==> config.mk <==
export PLATFORM = sky130hd
export DESIGN_NAME = cpu_ctrl_seq
export DESIGN_NICKNAME = d
export VERILOG_FILES = /design/src/rtl/cpu_pkg.sv /design/src/rtl/cpu_ctrl_decode.sv /design/src/rtl/cpu_ctrl_seq.sv
export SDC_FILE = /design/constraint.sdc
export NUM_CORES = 1
export LEC_CHECK = 0
export BUFFER_PORTS_ARGS = -buffer_cell sky130_fd_sc_hd__buf_2
export CAP_MARGIN = 40
export CORE_MARGIN = 4
export CORE_UTILIZATION = 47
export DETAILED_ROUTE_END_ITERATION = 16
export PLACE_DENSITY = 0.8
export SLEW_MARGIN = 20
export SYNTH_ARGS = -nofsm -noshare
export SYNTH_HDL_FRONTEND = slang
export SYNTH_SLANG_ARGS = --single-unit
==> constraint.sdc <==
create_clock -name clk -period 2.05 [get_ports clk]
set_clock_uncertainty 0.1 [all_clocks]
set_input_delay 0 -clock clk [delete_from_list [all_inputs] [get_ports clk]]
set_output_delay 0 -clock clk [all_outputs]
set_load 0.02 [all_outputs]
==> src/rtl/cpu_pkg.sv <==
// Shared types for the accumulator CPU control path: opcodes, sequencer states
// and the control word that carries every datapath strobe.
package cpu_pkg;

   typedef enum logic [3:0] {
      OP_NOP = 4'd0,
      OP_LDA = 4'd1,
      OP_ADD = 4'd2,
      OP_SUB = 4'd3,
      OP_STA = 4'd4,
      OP_JMP = 4'd5,
      OP_JZ  = 4'd6,
      OP_OUT = 4'd14,
      OP_HLT = 4'd15
   } opcode_e;

   typedef enum logic [2:0] {
      S_IDLE,
      S_F0,
      S_F1,
      S_DEC,
      S_E0,
      S_E1,
      S_E2,
      S_HALT
   } ctrl_state_e;

   typedef struct packed {
      logic pc_inc;
      logic pc_load;
      logic mar_load;
      logic mar_sel_pc;
      logic mem_rd;
      logic mem_wr;
      logic ir_load;
      logic acc_load;
      logic acc_sel_alu;
      logic b_load;
      logic alu_sub;
      logic out_load;
   } ctrl_word_t;

   localparam ctrl_word_t CTRL_IDLE = '0;

endpackage

==> src/rtl/cpu_ctrl_decode.sv <==
// Combinational strobe decoder: maps the current sequencer state and latched
// opcode (plus zero_flag for conditional jumps) onto the datapath control word.
module cpu_ctrl_decode
   import cpu_pkg::*;
(
   input  ctrl_state_e i_state,
   input  opcode_e     i_op,
   input  logic        i_zero_flag,
   output ctrl_word_t  o_ctrl
);

   always_comb begin
      o_ctrl = CTRL_IDLE;
      case (i_state)
         S_F0: begin
            o_ctrl.mar_sel_pc = 1'b1;
            o_ctrl.mar_load   = 1'b1;
         end
         S_F1: begin
            o_ctrl.mem_rd  = 1'b1;
            o_ctrl.ir_load = 1'b1;
            o_ctrl.pc_inc  = 1'b1;
         end
         S_E0: begin
            case (i_op)
               OP_LDA, OP_ADD, OP_SUB, OP_STA: o_ctrl.mar_load = 1'b1;
               OP_JMP:                         o_ctrl.pc_load  = 1'b1;
               OP_JZ:                          o_ctrl.pc_load  = i_zero_flag;
               OP_OUT:                         o_ctrl.out_load = 1'b1;
               default: ;
            endcase
         end
         S_E1: begin
            case (i_op)
               OP_LDA: begin
                  o_ctrl.mem_rd   = 1'b1;
                  o_ctrl.acc_load = 1'b1;
               end
               OP_ADD, OP_SUB: begin
                  o_ctrl.mem_rd = 1'b1;
                  o_ctrl.b_load = 1'b1;
               end
               OP_STA:  o_ctrl.mem_wr = 1'b1;
               default: ;
            endcase
         end
         S_E2: begin
            if (i_op == OP_ADD || i_op == OP_SUB) begin
               o_ctrl.acc_load    = 1'b1;
               o_ctrl.acc_sel_alu = 1'b1;
               o_ctrl.alu_sub     = (i_op == OP_SUB);
            end
         end
         default: ;
      endcase
   end

endmodule

==> src/rtl/cpu_ctrl_seq.sv <==
// Fetch/decode/execute sequencer for the 8-bit accumulator CPU: state register,
// opcode latch and retired-instruction counter; strobes come from cpu_ctrl_decode.
module cpu_ctrl_seq
   import cpu_pkg::*;
#(
   parameter int OP_W  = 4,
   parameter int CNT_W = 16
) (
   input  logic             clk,
   input  logic             rst,
   input  logic             run,
   input  logic [OP_W-1:0]  opcode,
   input  logic             zero_flag,
   output logic             pc_inc,
   output logic             pc_load,
   output logic             mar_load,
   output logic             mar_sel_pc,
   output logic             mem_rd,
   output logic             mem_wr,
   output logic             ir_load,
   output logic             acc_load,
   output logic             acc_sel_alu,
   output logic             b_load,
   output logic             alu_sub,
   output logic             out_load,
   output logic             halted,
   output logic [CNT_W-1:0] instr_cnt
);

   ctrl_state_e      r_state;
   ctrl_state_e      w_next;
   opcode_e          r_op;
   opcode_e          w_op_in;
   logic             w_retire;
   logic [CNT_W-1:0] r_cnt;
   ctrl_word_t       w_ctrl;

   assign w_op_in = opcode_e'(opcode);

   always_comb begin
      w_next   = r_state;
      w_retire = 1'b0;
      case (r_state)
         S_IDLE: if (run) w_next = S_F0;
         S_F0:   w_next = S_F1;
         S_F1:   w_next = S_DEC;
         S_DEC: begin
            // Branch on the live opcode; from E0 onward only the latched copy is used.
            case (w_op_in)
               OP_LDA, OP_ADD, OP_SUB, OP_STA,
               OP_JMP, OP_JZ, OP_OUT:   w_next = S_E0;
               OP_HLT:                  w_next = S_HALT;
               default: begin
                  w_next   = S_F0;
                  w_retire = 1'b1;
               end
            endcase
         end
         S_E0: begin
            if (r_op == OP_LDA || r_op == OP_ADD || r_op == OP_SUB || r_op == OP_STA) begin
               w_next = S_E1;
            end else begin
               w_next   = S_F0;
               w_retire = 1'b1;
            end
         end
         S_E1: begin
            if (r_op == OP_ADD || r_op == OP_SUB) begin
               w_next = S_E2;
            end else begin
               w_next   = S_F0;
               w_retire = 1'b1;
            end
         end
         S_E2: begin
            w_next   = S_F0;
            w_retire = 1'b1;
         end
         S_HALT:  w_next = S_HALT;
         default: w_next = S_IDLE;
      endcase
   end

   always_ff @(posedge clk) begin
      if (rst) begin
         r_state <= S_IDLE;
         r_cnt   <= '0;
      end else begin
         r_state <= w_next;
         if (w_retire) r_cnt <= r_cnt + CNT_W'(1);
      end
   end

   always_ff @(posedge clk) begin
      if (r_state == S_DEC) r_op <= w_op_in;
   end

   cpu_ctrl_decode u_decode (
      .i_state     (r_state),
      .i_op        (r_op),
      .i_zero_flag (zero_flag),
      .o_ctrl      (w_ctrl)
   );

   assign pc_inc      = w_ctrl.pc_inc;
   assign pc_load     = w_ctrl.pc_load;
   assign mar_load    = w_ctrl.mar_load;
   assign mar_sel_pc  = w_ctrl.mar_sel_pc;
   assign mem_rd      = w_ctrl.mem_rd;
   assign mem_wr      = w_ctrl.mem_wr;
   assign ir_load     = w_ctrl.ir_load;
   assign acc_load    = w_ctrl.acc_load;
   assign acc_sel_alu = w_ctrl.acc_sel_alu;
   assign b_load      = w_ctrl.b_load;
   assign alu_sub     = w_ctrl.alu_sub;
   assign out_load    = w_ctrl.out_load;
   assign halted      = (r_state == S_HALT);
   assign instr_cnt   = r_cnt;

endmodule

; Word-level counts from Yosys, hierarchy flattened
; Index checks and enable logic that the tools add are counted.
[op_classes]
n_addsub = 1
eq_ne = 23
n_mux = 29
reduce_logical = 10
[op_table]
columns = op, count
row1 = $eq 4x3->1 const B, 6
row2 = $pmux 3 s8, 1
row3 = $mux 1, 18
row4 = $add 16x1->16 const B, 1
row5 = $eq 4x2->1 const B, 4
row6 = $eq 3x3->1 const B, 4
row7 = $eq 4x4->1 const B, 3
row8 = $mux 3, 3
row9 = $eq 4x1->1 const B, 2
row10 = $pmux 1 s2, 4
row11 = $reduce_or 8->1, 1
row12 = $reduce_or 7->1, 1
row13 = $eq 3x2->1 const B, 2
row14 = $pmux 3 s2, 1
row15 = $logic_or 1x1->1, 4
row16 = $pmux 1 s4, 1
row17 = $reduce_or 4->1, 1
row18 = $eq 3x1->1 const B, 1
row19 = $logic_not 3->1, 1
row20 = $reduce_or 3->1, 1
row21 = $mux 2, 1
row22 = $ne 2x2->1 const B, 1
row23 = $reduce_or 2->1, 1
[totals]
reg_bits = 23
inputBits = 8
out_inout_bits = 29
wordCells = 66

; Logic depth before layout (Yosys ltp)
[depth]
ltp_word = 6
depth_mapped = 8
mapped_depth_nobuf = 5

; By module
; Synthesis repeated with hierarchy kept, for this count alone.
[unflattened]
cells_unflattened = 155
area_unflattened_um2 = 1348.8
[by_module_without_submodules]
columns = mod, n_inst, cells_each, area_each_um2, seq_area_each_um2
row1 = cpu_ctrl_seq, 1, 126, 1153.6, 500.5
row2 = cpu_ctrl_decode, 1, 29, 195.2, 0.0

; Worst setup path before layout
; No wires, ideal clock.
[synth_timing]
path_type = flip-flop to flip-flop
startpoint = register r_op[0]
endpoint = register r_cnt[1] (netlist: instr_cnt[1])
setup_ns = 0.132
arrival_time_ns = 1.851
required_ns = 1.818
slack_ns = -0.033
path_stages_with_launch = 8
n_path_buf = 2
synth_period_minus_slack_ns = 2.083
cell_sequence = edfxtp_1 > or3b_4 > a2111oi_4 > o22a_4 > buf_8 > buf_12 > mux2i_1 > nor2_1
[synth_between]
elab_chain_cells = 6
elab_cells_between_ends = 11
classes_between = eq/ne (4) / mux (3) / reduce/logical (4)
[synth_lines]
columns = item, line
row1 = "start, declared", cpu_ctrl_seq.sv:32  ; opcode_e r_op;
row2 = "start signal, assigned", cpu_ctrl_seq.sv:95  ; if (r_state == S_DEC) r_op <= w_op_in;
row3 = $eq 4x1->1 or $eq 4x2->1 (tied branches), "cpu_ctrl_seq.sv:60, cpu_ctrl_seq.sv:68"
row4 = $logic_or 1x1->1 (3 in a row), cpu_ctrl_seq.sv:60  ; if (r_op == OP_LDA || r_op == OP_ADD || r_op == OP_SUB || r_op == OP_STA) begin
row5 = $mux 1, cpu_ctrl_seq.sv:60
row6 = $pmux 1 s4 (*), cpu_ctrl_seq.sv:43  ; case (r_state)
row7 = "end signal, assigned", cpu_ctrl_seq.sv:90  ; if (w_retire) r_cnt <= r_cnt + CNT_W'(1);
row8 = "end, declared", cpu_ctrl_seq.sv:35  ; logic [CNT_W-1:0] r_cnt;
; Mark *: on every way between the ends. The rest lies on a longest branch, timed or not.
; A chain may end at the register's enable or synchronous reset.

; Final worst setup path
[layout_timing]
startpoint = register r_op[0]
endpoint = register r_cnt[9] (netlist: instr_cnt[9])
; Same word-level chain as after synthesis.

==> load_flow_metrics.sql <==
INSERT INTO impl_metrics (metric_group, metric, value, unit) VALUES
('outcome', 'status', 'finished with violations', ''),
('outcome', 'failed_checks', 'setup timing', ''),
('cts', 'clkTransAtPathRegs', '120', 'ps'),
('floorplanning', 'core_area', '2810', 'um2'),
('hold_path', 'hp-class', 'in2out', ''),
('routing', 'drtIter0Drc', '80', ''),
('floorplanning', 'height_of_the_die', '62.4', 'um'),
('routing', 'count_of_vias_placed_by_the_detailed_router', '1393', ''),
('routing', 'post-route-drc-count', '0', ''),
('synthesis', 'synth.net_count', '166', ''),
('sta', 'period_needed', '2080', 'ps'),
('sta', 'final.setup.worst_slack', '-33.2', 'ps'),
('synthesis', 'synthDominantCellAreaShare', '0.273', ''),
('sta', 'setup_viol', '1', ''),
('worst_setup_path', 'worst-path-max-fanout', '2', ''),
('sta', 'final_max_slew_viol_count', '0', ''),
('finish', 'final_core_utilization', '0.613', ''),
('cts', 'max-clock-path-buffers', '2', ''),
('synthesis', 'synth.distinct_cells', '51', ''),
('worst_setup_path', 'critPathSlowestCell', 'or3b_4', ''),
('worst_setup_path', 'worstPathRequired', '2160', 'ps'),
('routing', 'routed_wirelength', '3360', 'um'),
('run', 'maxCapViolCount', '0', ''),
('synthesis', 'seq_area_frac_synth', '0.359', ''),
('synthesis', 'async_s_r_ff_share_synth', '0', ''),
('synthesis', 'postSynthRegisterBits', '23', ''),
('power_and_ir_drop', 'p_per_area', '476', 'nW/um2'),
('worst_setup_path', 'endpoint', 'instr_cnt[9]', ''),
('placed_design', 'pre_cts_slack', '9.81', 'ps'),
('grt', 'grt.total_usage', '0.174', ''),
('synthesis', 'synth_edf_count', '4', ''),
('synthesis', 'syn_area_per_cell', '8.87', 'um2'),
('routing', 'detailedRoute.firstPassIterationCount', '4', ''),
('grt', 'grt-ovfl-total', '0', ''),
('worst_setup_path', 'setup.reg_to_reg.worst_slack', '-30', 'ps'),
('synthesis', 'cell_area_after_synthesis', '1390', 'um2'),
('synthesis', 'ys_top_cells_by_area', 'dfxtp_1 (27%), edfxtp_1 (8.6%), nor2_1 (4.3%), o31ai_1 (4.3%), or4_1 (3.8%)', ''),
('grt', 'number_of_antenna_violations_at_the_first_check_in_global_routing', '0', ''),
('finish', 'stdcell_area', '1720', 'um2'),
('synthesis', 'yosysWarnings', '0', ''),
('worst_setup_path', 'timing.critical_path.from_type', 'flop', ''),
('placed_design', 'place.port_buffers', '36', ''),
('finish', 'nets', '215', ''),
('floorplanning', 'cell_row_count', '19', ''),
('sta', 'unrepaired_setup_endpoints_after_global_routing', 'true', ''),
('worst_setup_path', 'r2r-end', 'instr_cnt[9]', ''),
('worst_setup_path', 'crit_start', 'r_op[0]', ''),
('worst_setup_path', 'timing.critical_path.to_type', 'flop', ''),
('grt', 'number_of_global_route_vias_before_repair', '1295', ''),
('cts', 'clock_tree_from_tritoncts', 'done', ''),
('placed_design', 'place.gp.congestion', '0.810', ''),
('worst_setup_path', 'path_delay_family', 'simple AND/OR/NAND/NOR gates', ''),
('routing', 'routedWlPerCell', '14.2', 'um'),
('synthesis', 'post-synth-top-count-cell', 'dfxtp_1', ''),
('synthesis', 'synth.top_cells.by_count', 'dfxtp_1 (19), nor2_1 (16), a21oi_1 (9)', ''),
('placed_design', 'placement.cell_area', '1630', 'um2'),
('worst_setup_path', 'worst-r2r-cell-count', '5', ''),
('grt', 'maximum_number_of_pins_on_one_net_before_global_route_repair', '25', ''),
('cts', 'clock-root-buffer', 'clkbuf_4', ''),
('synthesis', 'ys_dominant_reg_cell', 'dfxtp_1', ''),
('floorplanning', 'initial_utilization', '0.496', ''),
('worst_setup_path', 'cp.depth', '5', ''),
('cts', 'cts-buffers-inserted', '3', ''),
('sta', 'fin_crit_sh', '1.02', ''),
('power_and_ir_drop', 'power_leakage', '0.000692', 'uW'),
('cts', 'h-tree-depth', '1', ''),
('finish', 'drive_gt1_frac', '0.327', ''),
('synthesis', 'leading_area_contributor_after_synthesis', 'dfxtp_1', ''),
('sta', 'timing.hold.ws', '293', 'ps'),
('routing', 'via_per_inst', '5.90', ''),
('cts', 'worst_skew_pair.late_latency', '320', 'ps');
-- per-layer routing --
| metal | wire (um) | vias up | track usage | share of wire |
|---|---|---|---|---|
| met1 | 1420 | 657 | 0.216 | 0.42 |
| li1 | - | 688 | - | - |
| met3 | 189 | 4 | 0.0252 | 0.056 |
| met2 | 1700 | 44 | 0.312 | 0.51 |
| met5 | 0 | - | 0 | 0 |
| met4 | 45 | 0 | 0.0468 | 0.013 |
-- worst register-to-register path: cells and delay by family, from the launching register on --
kind	cells	cell delay [ps]
multiplexers	1	280
AND/OR/NAND/NOR	2	650
flip-flops	1	430
AO/OA/AOI/OAI	2	520
-- registers in the layout, indices dropped and copies added, names as in the netlist --
register / count
instr_cnt: 16
r_op: 4
r_state: 3
-- power breakdown --
part / internal, uW / switching (uW) / total, uW
registers: 468 / 10.9 / 479
logic: 51.1 / 70.4 / 122
clock network: 75.8 / 142 / 218
total: 595 / 224 / 818
-- cells by family after synthesis --
logic type      after synthesis  synth area share
fa+ha+maj                     1           0.00898
mux                           2            0.0180
xor+xnor                      3            0.0189
buf+inv                      18            0.0746
simple gates                 68             0.280
compound gates               42             0.240
flops                        23             0.359
-- layout by cell type (no fill, tap or decap), types with 3 or more instances in the layout --
| cell type | instances |
|---|---|
| dfxtp_1 | 17 |
| buf_4 | 12 |
| nand2b_1 | 3 |
| clkbuf_4 | 3 |
| dlygate4sd3_1 | 6 |
| inv_1 | 8 |
| edfxtp_1 | 4 |
| nand3b_1 | 3 |
| nand2_1 | 7 |
| o21ai_1 | 4 |
| o31ai_1 | 8 |
| or4_1 | 7 |
| nor2_1 | 16 |
| nor3_1 | 3 |
| a21oi_1 | 9 |
| buf_2 | 36 |
| nand4_1 | 6 |
| nand3_1 | 5 |
| a21oi_2 | 6 |
| or3_1 | 5 |
-- per-stage QoR --
step	std cells	power (uW)	setup TNS, ps
after floorplan	157	568	-29.3
after CTS	236	815	-7.92
after detailed placement	226	600	0
final	236	818	-33.2
after global placement	226	596	0
after global routing	236	854	-820
-- worst min-delay path by stage --
stage,end,depth (start not counted),start,slack (ps)
floorplan,r_op[0],0,opcode[0],-1
global route,pc_load,4,zero_flag,310
detailed placement,r_op[0],1,opcode[0],110
global placement,r_op[0],1,opcode[0],100
finish,pc_load,4,zero_flag,290
CTS,pc_load,4,zero_flag,310
-- area by class of cell --
type                    instances  area [um2]
well taps                      31        38.8
multi-input cells             116         790
flip-flops and latches         23         503
repair buffers                 54         330
fillers                       263        1080
clock buffers                   3        22.5
clock inverters                 1        6.26
inverters                       8        30.0
-- repair_timing --
action	4_1_cts	5_1_grt
endpoints found under the setup margin	1	17
endpoints found under the hold margin	14	0
hold buffers	6	0
cloned	0	0
gates resized for setup	0	3
buffers inserted	0	0
Note: power is estimated with default switching activity, not from simulation.
